--- src/rtl/mc_pkg.sv ---
// Shared encodings for the multicycle MIPS control unit: FSM states,
// opcodes and the datapath select/operation codes it drives.
package mc_pkg;

    typedef enum logic [3:0] {
        S_INIT   = 4'd0,
        S_FETCH  = 4'd1,
        S_DECODE = 4'd2,
        S_MEMADR = 4'd3,
        S_MEMRD  = 4'd4,
        S_MEMWB  = 4'd5,
        S_MEMWR  = 4'd6,
        S_EXEC   = 4'd7,
        S_ALUWB  = 4'd8,
        S_BRANCH = 4'd9,
        S_JUMP   = 4'd10,
        S_ADDIEX = 4'd11,
        S_ADDIWB = 4'd12
    } state_t;

    localparam logic [5:0] OP_RTYPE = 6'b000000;
    localparam logic [5:0] OP_LW    = 6'b100011;
    localparam logic [5:0] OP_SW    = 6'b101011;
    localparam logic [5:0] OP_BEQ   = 6'b000100;
    localparam logic [5:0] OP_BNE   = 6'b000101;
    localparam logic [5:0] OP_ADDI  = 6'b001000;
    localparam logic [5:0] OP_J     = 6'b000010;

    localparam logic [1:0] ALUOP_ADD   = 2'b00;
    localparam logic [1:0] ALUOP_SUB   = 2'b01;
    localparam logic [1:0] ALUOP_FUNCT = 2'b10;

    localparam logic [1:0] SRCB_REG    = 2'b00;
    localparam logic [1:0] SRCB_FOUR   = 2'b01;
    localparam logic [1:0] SRCB_IMM    = 2'b10;
    localparam logic [1:0] SRCB_IMMSH  = 2'b11;

    localparam logic [1:0] PCSRC_ALU    = 2'b00;
    localparam logic [1:0] PCSRC_ALUOUT = 2'b01;
    localparam logic [1:0] PCSRC_JUMP   = 2'b10;

endpackage

--- src/rtl/mc_ctrl.sv ---
// Multicycle MIPS control unit. Moore FSM stepping each instruction through
// fetch/decode/execute/memory/writeback; outputs are decoded from the state
// register (plus Op for bne and illegal detection, Zero for PCEn).
module mc_ctrl
    import mc_pkg::*;
(
    input  logic       clk,
    input  logic       rst_n,
    input  logic [5:0] Op,
    input  logic       Zero,
    output logic       PCEn,
    output logic       IorD,
    output logic       MemWrite,
    output logic       IRWrite,
    output logic       RegWrite,
    output logic       RegDst,
    output logic       MemtoReg,
    output logic       ALUSrcA,
    output logic [1:0] ALUSrcB,
    output logic [1:0] ALUOp,
    output logic [1:0] PCSource,
    output logic       InstrDone,
    output logic       Illegal
);

    state_t state_q;
    logic   pc_write;
    logic   br_cond;
    logic   is_bne;
    logic   op_legal;

    assign op_legal = (Op == OP_RTYPE) || (Op == OP_LW) || (Op == OP_SW) ||
                      (Op == OP_BEQ) || (Op == OP_BNE) || (Op == OP_ADDI) ||
                      (Op == OP_J);

    // State register and next-state selection; Op only steers DECODE and MEMADR.
    // NOTE: sequential state uses non-blocking assignments so every flop
    // updates from pre-edge values, matching the hardware.
    always_ff @(posedge clk or negedge rst_n) begin
        if (!rst_n) begin
            state_q <= S_INIT;
        end else begin
            case (state_q)
                S_INIT:   state_q <= S_FETCH;
                S_FETCH:  state_q <= S_DECODE;
                S_DECODE: begin
                    case (Op)
                        OP_LW, OP_SW:    state_q <= S_MEMADR;
                        OP_RTYPE:        state_q <= S_EXEC;
                        OP_BEQ, OP_BNE:  state_q <= S_BRANCH;
                        OP_ADDI:         state_q <= S_ADDIEX;
                        OP_J:            state_q <= S_JUMP;
                        default:         state_q <= S_FETCH;
                    endcase
                end
                S_MEMADR: state_q <= (Op == OP_SW) ? S_MEMWR : S_MEMRD;
                S_MEMRD:  state_q <= S_MEMWB;
                S_EXEC:   state_q <= S_ALUWB;
                S_ADDIEX: state_q <= S_ADDIWB;
                S_MEMWB, S_MEMWR, S_ALUWB, S_ADDIWB, S_BRANCH, S_JUMP:
                          state_q <= S_FETCH;
                default:  state_q <= S_INIT;
            endcase
        end
    end

    // Per-state output decode; INIT and unused encodings leave everything at 0.
    // NOTE: every output gets a default before the case so no path leaves a
    // signal unassigned and no latch is inferred.
    always_comb begin
        IorD      = 1'b0;
        MemWrite  = 1'b0;
        IRWrite   = 1'b0;
        RegWrite  = 1'b0;
        RegDst    = 1'b0;
        MemtoReg  = 1'b0;
        ALUSrcA   = 1'b0;
        ALUSrcB   = SRCB_REG;
        ALUOp     = ALUOP_ADD;
        PCSource  = PCSRC_ALU;
        InstrDone = 1'b0;
        Illegal   = 1'b0;
        pc_write  = 1'b0;
        br_cond   = 1'b0;
        is_bne    = 1'b0;
        case (state_q)
            S_FETCH: begin
                IRWrite  = 1'b1;
                ALUSrcB  = SRCB_FOUR;
                pc_write = 1'b1;
            end
            S_DECODE: begin
                ALUSrcB = SRCB_IMMSH;
                Illegal = !op_legal;
            end
            S_MEMADR, S_ADDIEX: begin
                ALUSrcA = 1'b1;
                ALUSrcB = SRCB_IMM;
            end
            S_MEMRD: IorD = 1'b1;
            S_MEMWR: begin
                IorD      = 1'b1;
                MemWrite  = 1'b1;
                InstrDone = 1'b1;
            end
            S_MEMWB: begin
                RegWrite  = 1'b1;
                MemtoReg  = 1'b1;
                InstrDone = 1'b1;
            end
            S_EXEC: begin
                ALUSrcA = 1'b1;
                ALUOp   = ALUOP_FUNCT;
            end
            S_ALUWB: begin
                RegWrite  = 1'b1;
                RegDst    = 1'b1;
                InstrDone = 1'b1;
            end
            S_ADDIWB: begin
                RegWrite  = 1'b1;
                InstrDone = 1'b1;
            end
            S_BRANCH: begin
                ALUSrcA   = 1'b1;
                ALUOp     = ALUOP_SUB;
                PCSource  = PCSRC_ALUOUT;
                br_cond   = 1'b1;
                is_bne    = (Op == OP_BNE);
                InstrDone = 1'b1;
            end
            S_JUMP: begin
                PCSource  = PCSRC_JUMP;
                pc_write  = 1'b1;
                InstrDone = 1'b1;
            end
            default: ;
        endcase
    end

    assign PCEn = pc_write | (br_cond & (Zero ^ is_bne));

endmodule

--- config.mk ---
export PLATFORM = sky130hd
export DESIGN_NAME = mc_ctrl
export DESIGN_NICKNAME = d
export VERILOG_FILES = /design/src/rtl/mc_pkg.sv /design/src/rtl/mc_ctrl.sv
export SDC_FILE = /design/constraint.sdc
export NUM_CORES = 1
export LEC_CHECK = 0
export CELL_PAD_IN_SITES_DETAIL_PLACEMENT = 1
export CELL_PAD_IN_SITES_GLOBAL_PLACEMENT = 1
export CORE_MARGIN = 1.5
export CORE_UTILIZATION = 25
export DETAILED_ROUTE_END_ITERATION = 16
export PLACE_DENSITY_LB_ADDON = 0.1
export SLEW_MARGIN = 25
export SYNTH_ARGS = -nofsm -noshare
export SYNTH_HDL_FRONTEND = slang
export SYNTH_SLANG_ARGS = --single-unit
--- constraint.sdc ---
create_clock -name clk -period 3.69 [get_ports clk]
set_clock_uncertainty 0.2 [all_clocks]
set_input_delay 1.107 -clock clk [delete_from_list [all_inputs] [get_ports clk]]
set_output_delay 1.107 -clock clk [all_outputs]
set_load 0.01 [all_outputs]
### Word-level counts from Yosys, hierarchy flattened

Cells that the tools add are included.
W data, S select, Z words.

| operators by class | value |
|---|---|
| reductions and logical operators | 18 |
| bitwise operators | 3 |
| multiplexer cells | 18 |
| equality and inequality tests | 18 |

Operators by type and width:

| cell | count |
|---|---|
| $pmux W4 S7 | 1 |
| $eq A4 B4 Y1 const B | 5 |
| $pmux W4 S5 | 1 |
| $eq A4 B3 Y1 const B | 4 |
| $eq A6 B3 Y1 const B | 2 |
| $eq A6 B6 Y1 const B | 2 |
| $mux W1 | 12 |
| $reduce_or A2 Y1 | 5 |
| $eq A4 B2 Y1 const B | 2 |
| $pmux W2 S2 | 2 |
| $reduce_or A7 Y1 | 1 |
| $eq A6 B2 Y1 const B | 1 |
| $eq A6 B4 Y1 const B | 1 |
| $logic_not A6 Y1 | 1 |
| $logic_or A1 B1 Y1 | 6 |
| $pmux W2 S3 | 1 |
| $reduce_or A6 Y1 | 1 |
| $eq A4 B1 Y1 const B | 1 |
| $logic_not A4 Y1 | 1 |
| $reduce_or A4 Y1 | 1 |
| $reduce_or A3 Y1 | 1 |
| $mux W2 | 1 |
| $and A1 B1 Y1 | 1 |
| $logic_not A1 Y1 | 1 |
| other kinds (2) | 2 |

| storage, ports and cells | value |
|---|---|
| input bits | 9 |
| bits in registers | 4 |
| word-level logic and storage cells | 58 |
| output and inout port bits | 16 |

### Longest topological paths before layout

Gate-level depths: netlist of run 1.

| depth | value |
|---|---|
| word-level depth | 9 |
| mapped depth | 4 |
| depth with buffers taken out | 3 |

### Worst setup path before layout of run 1

No wires, ideal clock.

| path | value |
|---|---|
| kind | in2out |
| from | input Op[1] |
| to | output PCEn |
| cell stages on the path | 3 |
| data required time | 2.383 ns |
| buffers on the path | 0 |
| setup slack | 0.660 ns |
| arrival | 1.723 ns |
| cells stage by stage | nor3b_1 -> and3_1 -> o221ai_1 |

| on the way | value |
|---|---|
| word-level cells in the longest chain between the ends | 5 |

RTL lines:

| element | RTL line | text |
|---|---|---|
| start: declaration | mc_ctrl.sv:9 | `input logic [5:0] Op,` |
| $eq A6 B3 Y1 | mc_ctrl.sv:129 | `is_bne = (Op == OP_BNE);` |
| $mux W1 | mc_ctrl.sv:86 | `case (state_q)` |
| $xor A1 B1 Y1 | mc_ctrl.sv:141 | `assign PCEn = pc_write \| (br_cond & (Zero ^ is_bne));` |
| $and A1 B1 Y1 | mc_ctrl.sv:141 |  |
| $or A1 B1 Y1 | mc_ctrl.sv:141 |  |
| end: declaration | mc_ctrl.sv:11 | `output logic PCEn,` |

Every way passes these cells.

### Worst setup path in the final report of run 1

| path | value |
|---|---|
| from | input Op[5] |
| to | output Illegal |

| on the way | value |
|---|---|
| word-level cells in the longest chain between the ends | 9 |
| elaborated cells between the ends (all ways) | 15 |
| classes of those cells | eq/ne (6); mux (1); reduce/logical (8) |

RTL lines:

| element | RTL line | text |
|---|---|---|
| $eq A6 B6 Y1 / $logic_not A6 Y1 (equally long branches) | mc_ctrl.sv:32 | `assign op_legal = (Op == OP_RTYPE) \|\| (Op == OP_LW) \|\| (Op == OP_SW) \|\|` |
| $logic_or A1 B1 Y1 (3 in series) | mc_ctrl.sv:32 |  |
| $logic_or A1 B1 Y1 (2 in series) | mc_ctrl.sv:33 | `(Op == OP_BEQ) \|\| (Op == OP_BNE) \|\| (Op == OP_ADDI) \|\|` |
| $logic_or A1 B1 Y1 * | mc_ctrl.sv:33 |  |
| $logic_not A1 Y1 * | mc_ctrl.sv:94 | `Illegal = !op_legal;` |
| $mux W1 * | mc_ctrl.sv:86 |  |
| end: declaration | mc_ctrl.sv:23 | `output logic Illegal` |

Mark *: on every way between the ends. The rest lies on a longest branch, timed or not.

==> impl_metrics.tcl, run 1 <==
set metrics [dict create \
    grt_overflow 0 \
    postRouteAntennaNets 0 \
    vias 648 \
    seq_power_share_pct 24.9 \
    syn_to_final_growth_pct 65.84 \
    crit_fanout 3 \
    required_ns 2.38 \
    setup_violations 0 \
    power.static_leakage_nw 0.3444 \
    rrSetupSlack_ns 2.26 \
    ys_ff_latch 4 \
    power_density_nw_per_um2 570.7 \
    reg.largest.list "state_q x4" \
    p_int_mw 0.2574 \
    clk_pin_slew_ns 0.04 \
    worstMarginPinSlew_ns 0.4809 \
    max_freq_ghz 0.2849 \
    die_width_um 47.80 \
    io-pin-count 25 \
    post-route-period-util_pct 95.13 \
    die_h_um 47.80 \
    critical-path-slowest-cell "clkdlybuf4s50_1" \
    whs_endpoint "state_q[1]$_DFF_PN0_" \
    rr_endpoint "state_q[3]$_DFF_PN0_" \
    placed_cells 123 \
    grt_max_degree 17 \
    mostFrequentLayoutCells "clkdlybuf4s50_1 (18), nor2_1 (12), buf_4 (8), a21oi_1 (5)" \
    timing.final.crit_period_ns 3.510 \
    power.switching_mw 0.2175 \
    multiInputGateArea_um2 382.9 \
    reg2regPathDepth 3 \
    antenna_found_initial 0 \
    gp_congestion 0.7277 \
    yosys-top-cells-area "dfrtp_1 (20%), nor2_1 (9.7%), a21oi_1 (5.0%), nand2b_1 (5.0%), a31oi_1 (3.7%)" \
    crit_chain "clkdlybuf4s50_1 > and3_1 > o21ai_0 > and3_1 > clkbuf_2" \
    crit_type "input pin to output pin" \
    track_usage_pct 16.86 \
    cts_tree "built" \
    dieArea_um2 2285 \
    post-dp-hpwl_um 1297 \
    critPathCaptureType "output pin" \
    antennaDiodeCount 0 \
    largest_register_ffs 4 \
    hold_viol 0 \
    drv_slew 0 \
    rsz0062_at_grt "false" \
    syn_inst 69 \
    drt_iter0_drc 3 \
    cp-start-kind "input pin" \
    drc 0 \
    mappedNetlistArea_um2 501.7 \
    slowest_delay_ns 0.46 \
    stdcell_count 126 \
    synth_fp_nets 78 \
    yosys_warnings 0 \
    seqCellArea_um2 100.1 \
    ctsHtreeMaxLevel 1 \
    p_sw_share_pct 45.79 \
    combPwrFrac_pct 63.0 \
    cts_buffers 3 \
    hold_depth 2 \
    relSlewSlack_pct 67.94 \
    placementRows 16 \
    status "complete, no violations" \
    cts.path.max_buffers 2 \
    yosysTopAreaCell "dfrtp_1" \
    max-cap-violations 0 \
    cts.sinks 4 \
    hold_start "state_q[0]$_DFF_PN0_" \
    drtPass1Iterations 4 \
    clock-root-buffer "clkbuf_4" \
    synth.distinct_cells 33 \
    initial_core_util_pct 26.11 \
    grt_pass1_wl_um 2622 \
    design_area_um2 832.0 \
    ys_seq_area_share_pct 19.95 \
    core_um2 1922 \
    irDropWorstVdd_mv 0.3877 \
    clk_latency_ns 0.24 \
    hold_class "register to register" \
    dpl_cell_area_um2 799.5 \
    port_buffers 24 \
    first_global_vias 575 \
    wl_per_cell_um 13.50 \
    p_clk_share_pct 12.1 \
    layout_commonest_cell "clkdlybuf4s50_1" \
    arrival_ns 2.20 \
    drive_gt1_share_pct 18.18 \
    synth_top_area_share_pct 19.95 \
    cts_hold_buf 0 \
    critical_path.top_delay_family "buffers and inverters" \
    wl_um 1701 \
    nFillCells 251 \
    r2r_start "state_q[0]$_DFF_PN0_" \
    avgViaCountPerCell 5.143 \
    avgSynthCellArea_um2 7.271 \
    fin_nets 110 \
    regMostFlops "state_q" \
    critPathBufInv 2 \
    crit_top_cell "and3_1" \
]
[per-stage QoR]
step | TNS [ns] | hold slack, ns | worst slack [ns] | total power [mW] | utilization [%]
6_report | 0 | 0.5826 | 0.1797 | 0.4749 | 43.29
5_1_grt | 0 | 0.6582 | 0.09762 | 0.5199 | 43.29
4_1_cts | 0 | 0.5962 | 0.04976 | 0.4865 | 43.36
3_5_place_dp | -0.7087 | 0.5947 | -0.3948 | 0.4320 | 41.60
3_3_place_gp | -0.6580 | 0.5833 | -0.3450 | 0.4270 | 41.60
2_1_floorplan | 0 | 0.3591 | 0.6605 | 0.2802 | -
[power groups by stage]
stage               sequential [mW]  clock (mW)  combinational, mW
finish                        0.118      0.0576              0.299
global route                  0.127      0.0623              0.331
CTS                           0.121      0.0603              0.305
detailed placement            0.120           0              0.311
global placement              0.118           0              0.309
floorplan                    0.0732           0              0.207
[synth_stat cells]
library cell,n
a211o_1,1
a211oi_1,2
a21oi_1,5
a31o_1,1
a31oi_1,3
a41o_1,1
a41oi_1,1
and3_1,3
and3b_1,1
and4bb_1,1
buf_2,2
buf_4,2
buf_6,1
dfrtp_1,4
inv_1,2
nand2_1,4
nand2b_1,4
nand2b_2,1
nand4_1,1
nand4b_1,1
nor2_1,13
nor3_1,2
nor3b_1,1
nor4b_1,1
nor4bb_1,1
o2111ai_1,1
o21a_1,2
o21ai_0,1
o221ai_1,1
o22ai_1,1
o32ai_1,1
or2_1,2
xnor2_1,1
[cells by family after synthesis]
logic type      Yosys count  share of synthesized area, %
compound gates           21                         29.43
xor+xnor                  1                         1.746
buf+inv                   7                         8.728
flops                     4                         19.95
simple gates             36                         40.15
[area by class of cell]
type | count | area share, %
clock buffers | 3 | 2.707
inverters | 2 | 0.9023
multi-input cells | 58 | 46.02
repair buffers | 32 | 34.29
well taps | 27 | 4.060
flip-flops and latches | 4 | 12.03
[worst max path at each step]
| stage | startpoint | end | slack [ns] | cells past startpoint |
|---|---|---|---|---|
| floorplan | Op[1] | PCEn | 0.66 | 3 |
| global placement | Op[1] | PCEn | -0.34 | 5 |
| detailed placement | Op[1] | PCEn | -0.39 | 5 |
| CTS | Op[5] | Illegal | 0.05 | 5 |
| global route | Op[5] | Illegal | 0.1 | 5 |
| finish | Op[5] | Illegal | 0.18 | 5 |
[worst reg2reg max path: stages, from the launching register on]
cell      delay [ns]
dfrtp_1         0.58
nand2b_1        0.25
nor2_1          0.08
a31o_1          0.21
[repair_timing]
| item | 4_1_cts | 5_1_grt |
|---|---|---|
| endpoints found under the setup margin | 2 | 1 |
| resized for setup | 13 | 3 |
| cloned | 0 | 0 |
| setup buffers | 0 | 0 |
[per-layer routing]
metal / global-route usage [%] / routed length (um) / vias up / part of all wire (%)
li1: - / - / 324 / -
met1: 21.82 / 801 / 307 / 47
met2: 27.20 / 820 / 12 / 48
met3: 4.906 / 66 / 5 / 3.9
met4: 4.865 / 12 / 0 / 0.71
met5: 0 / 0 / - / 0
No activity file was read; power rests on OpenSTA's default activity.
==> run 2, diff against run 1 <==
- CORE_UTILIZATION: 25 -> 28
- GPL_ROUTABILITY_DRIVEN: not set -> 0
==> impl_metrics.tcl, run 2 (same netlist as run 1, synthesis figures left out) <==
set metrics [dict create \
    status "complete, no violations" \
    post-route-period-util_pct 97.04 \
    layout_commonest_cell "clkdlybuf4s50_1" \
    critPathCaptureType "output pin" \
    syn_to_final_growth_pct 69.33 \
    mostFrequentLayoutCells "clkdlybuf4s50_1 (17), nor2_1 (12), buf_4 (9), a21oi_1 (5), dlygate4sd2_1 (5)" \
    slowest_delay_ns 0.43 \
    crit_type "input pin to output pin" \
    antenna_found_initial 0 \
    relSlewSlack_pct 68.39 \
    timing.final.crit_period_ns 3.581 \
    post-dp-hpwl_um 1220 \
    worstMarginPinSlew_ns 0.4742 \
    arrival_ns 2.27 \
    hold_class "register to register" \
    fin_nets 111 \
    tns_ns 0 \
    irDropWorstVdd_mv 0.3184 \
    power_density_nw_per_um2 556.6 \
    die_h_um 45.33 \
    vias 646 \
    regMostFlops "state_q" \
    cts_tree "built" \
    initial_core_util_pct 29.38 \
    placementRows 15 \
    clk_pin_slew_ns 0.04 \
    drtPass1Iterations 2 \
    cp-startpoint "Op[4]" \
    io-pin-count 25 \
    avgViaCountPerCell 5.168 \
    drt_iter0_drc 5 \
    drc 0 \
    hold_viol 0 \
    nFillCells 219 \
    cts_hold_buf 0 \
    power.static_leakage_nw 0.3612 \
    setup_violations 0 \
    seqCellArea_um2 100.1 \
    postRouteAntennaNets 0 \
    worst_slack_ns 0.1091 \
    place_ws_ns -0.4173 \
    critPathBufInv 2 \
    stdcell_count 125 \
    multiInputGateArea_um2 382.9 \
    track_usage_pct 18.27 \
    first_global_vias 608 \
    cts.sinks 4 \
    dpl_cell_area_um2 804.5 \
    crit_fanout 4 \
    hold_start "state_q[0]$_DFF_PN0_" \
    cts_buffers 3 \
    r2r_start "state_q[0]$_DFF_PN0_" \
    critical_path.top_delay_family "buffers and inverters" \
    rsz0062_at_grt "false" \
    reg.largest.list "state_q x4" \
    grt_overflow 0 \
    dieArea_um2 2055 \
    required_ns 2.38 \
    wl_um 1607 \
    design_area_um2 849.6 \
    core_um2 1708 \
    die_width_um 45.33 \
    antennaDiodeCount 0 \
    placed_cells 122 \
    cp-start-kind "input pin" \
    max_freq_ghz 0.2793 \
    port_buffers 24 \
    grt_max_degree 17 \
    power_mw 0.4729 \
    wl_per_cell_um 12.86 \
    clock-root-buffer "clkbuf_4" \
    drv_slew 0 \
    drive_gt1_share_pct 18.00 \
    ctsHtreeMaxLevel 1 \
    cts.path.max_buffers 2 \
    largest_register_ffs 4 \
    critical-path-slowest-cell "clkdlybuf4s50_1" \
    grt_pass1_wl_um 2760 \
    crit_chain "clkdlybuf4s50_1 > nor2_2 > and3_1 > o221ai_1 > clkdlybuf4s15_2" \
    clk_latency_ns 0.23 \
    max-cap-violations 0 \
]
run 2: routing by layer:
metal / up-vias / GRT usage, % / share of wire [%]
met5: - / 0 / 0
met4: 0 / 3.529 / 0
met3: 0 / 1.200 / 2.1
met2: 11 / 30.57 / 51
met1: 313 / 25.85 / 47
li1: 322 / - / -
run 2: worst paths after layout:
check                                       end  slack, ns  cells past startpoint
setup / recovery                           PCEn       0.11                      5
hold / removal             state_q[1]$_DFF_PN0_       0.58                      2
setup reg to reg           state_q[3]$_DFF_PN0_       2.24                      3
hold reg to reg            state_q[1]$_DFF_PN0_       0.58                      2
max in group asynchronous  state_q[2]$_DFF_PN0_       2.26                      1
min in group asynchronous  state_q[1]$_DFF_PN0_       0.87                      1
run 2: repair_timing:
item                                    CTS  global route
gates resized for setup                  12             2
buffers inserted                          0             0
endpoints found under the setup margin    2             2
pin swaps                                 1             1
run 2: per-stage QoR:
stage                     hold WS, ns  util (%)
final                          0.5839     49.74
after global placement         0.5895     47.11
after detailed placement       0.5780     47.11
after floorplan                0.3591         -
after global routing           0.6756     49.74
after CTS                      0.5863     49.45
run 2: cell type report:
cell class | instances | share of cell area [%]
Multi-Input combinational cell | 58 | 45.07
Timing Repair Buffer | 33 | 35.94
Sequential cell | 4 | 11.78
Tap cell | 25 | 3.682
Clock buffer | 3 | 2.651
Inverter | 2 | 0.8837
run 2: tightest hold or removal path: stages (launching register included):
cell and delay, ns:
dfrtp_1 0.51, nand4_1 0.14, a31oi_1 0.08
run 2: power breakdown:
part | internal, mW | switching [mW] | leakage [nW]
clock | 0.0362 | 0.0153 | 0.0138
combinational | 0.168 | 0.136 | 0.296
sequential | 0.0597 | 0.0586 | 0.0512
total | 0.263 | 0.209 | 0.361
==> run 3, diff against run 2 <==
- TNS_END_PERCENT: not set -> 20
==> results of run 3 <==
Same layout as run 2: the final DEF is identical, and so are final timing and power.
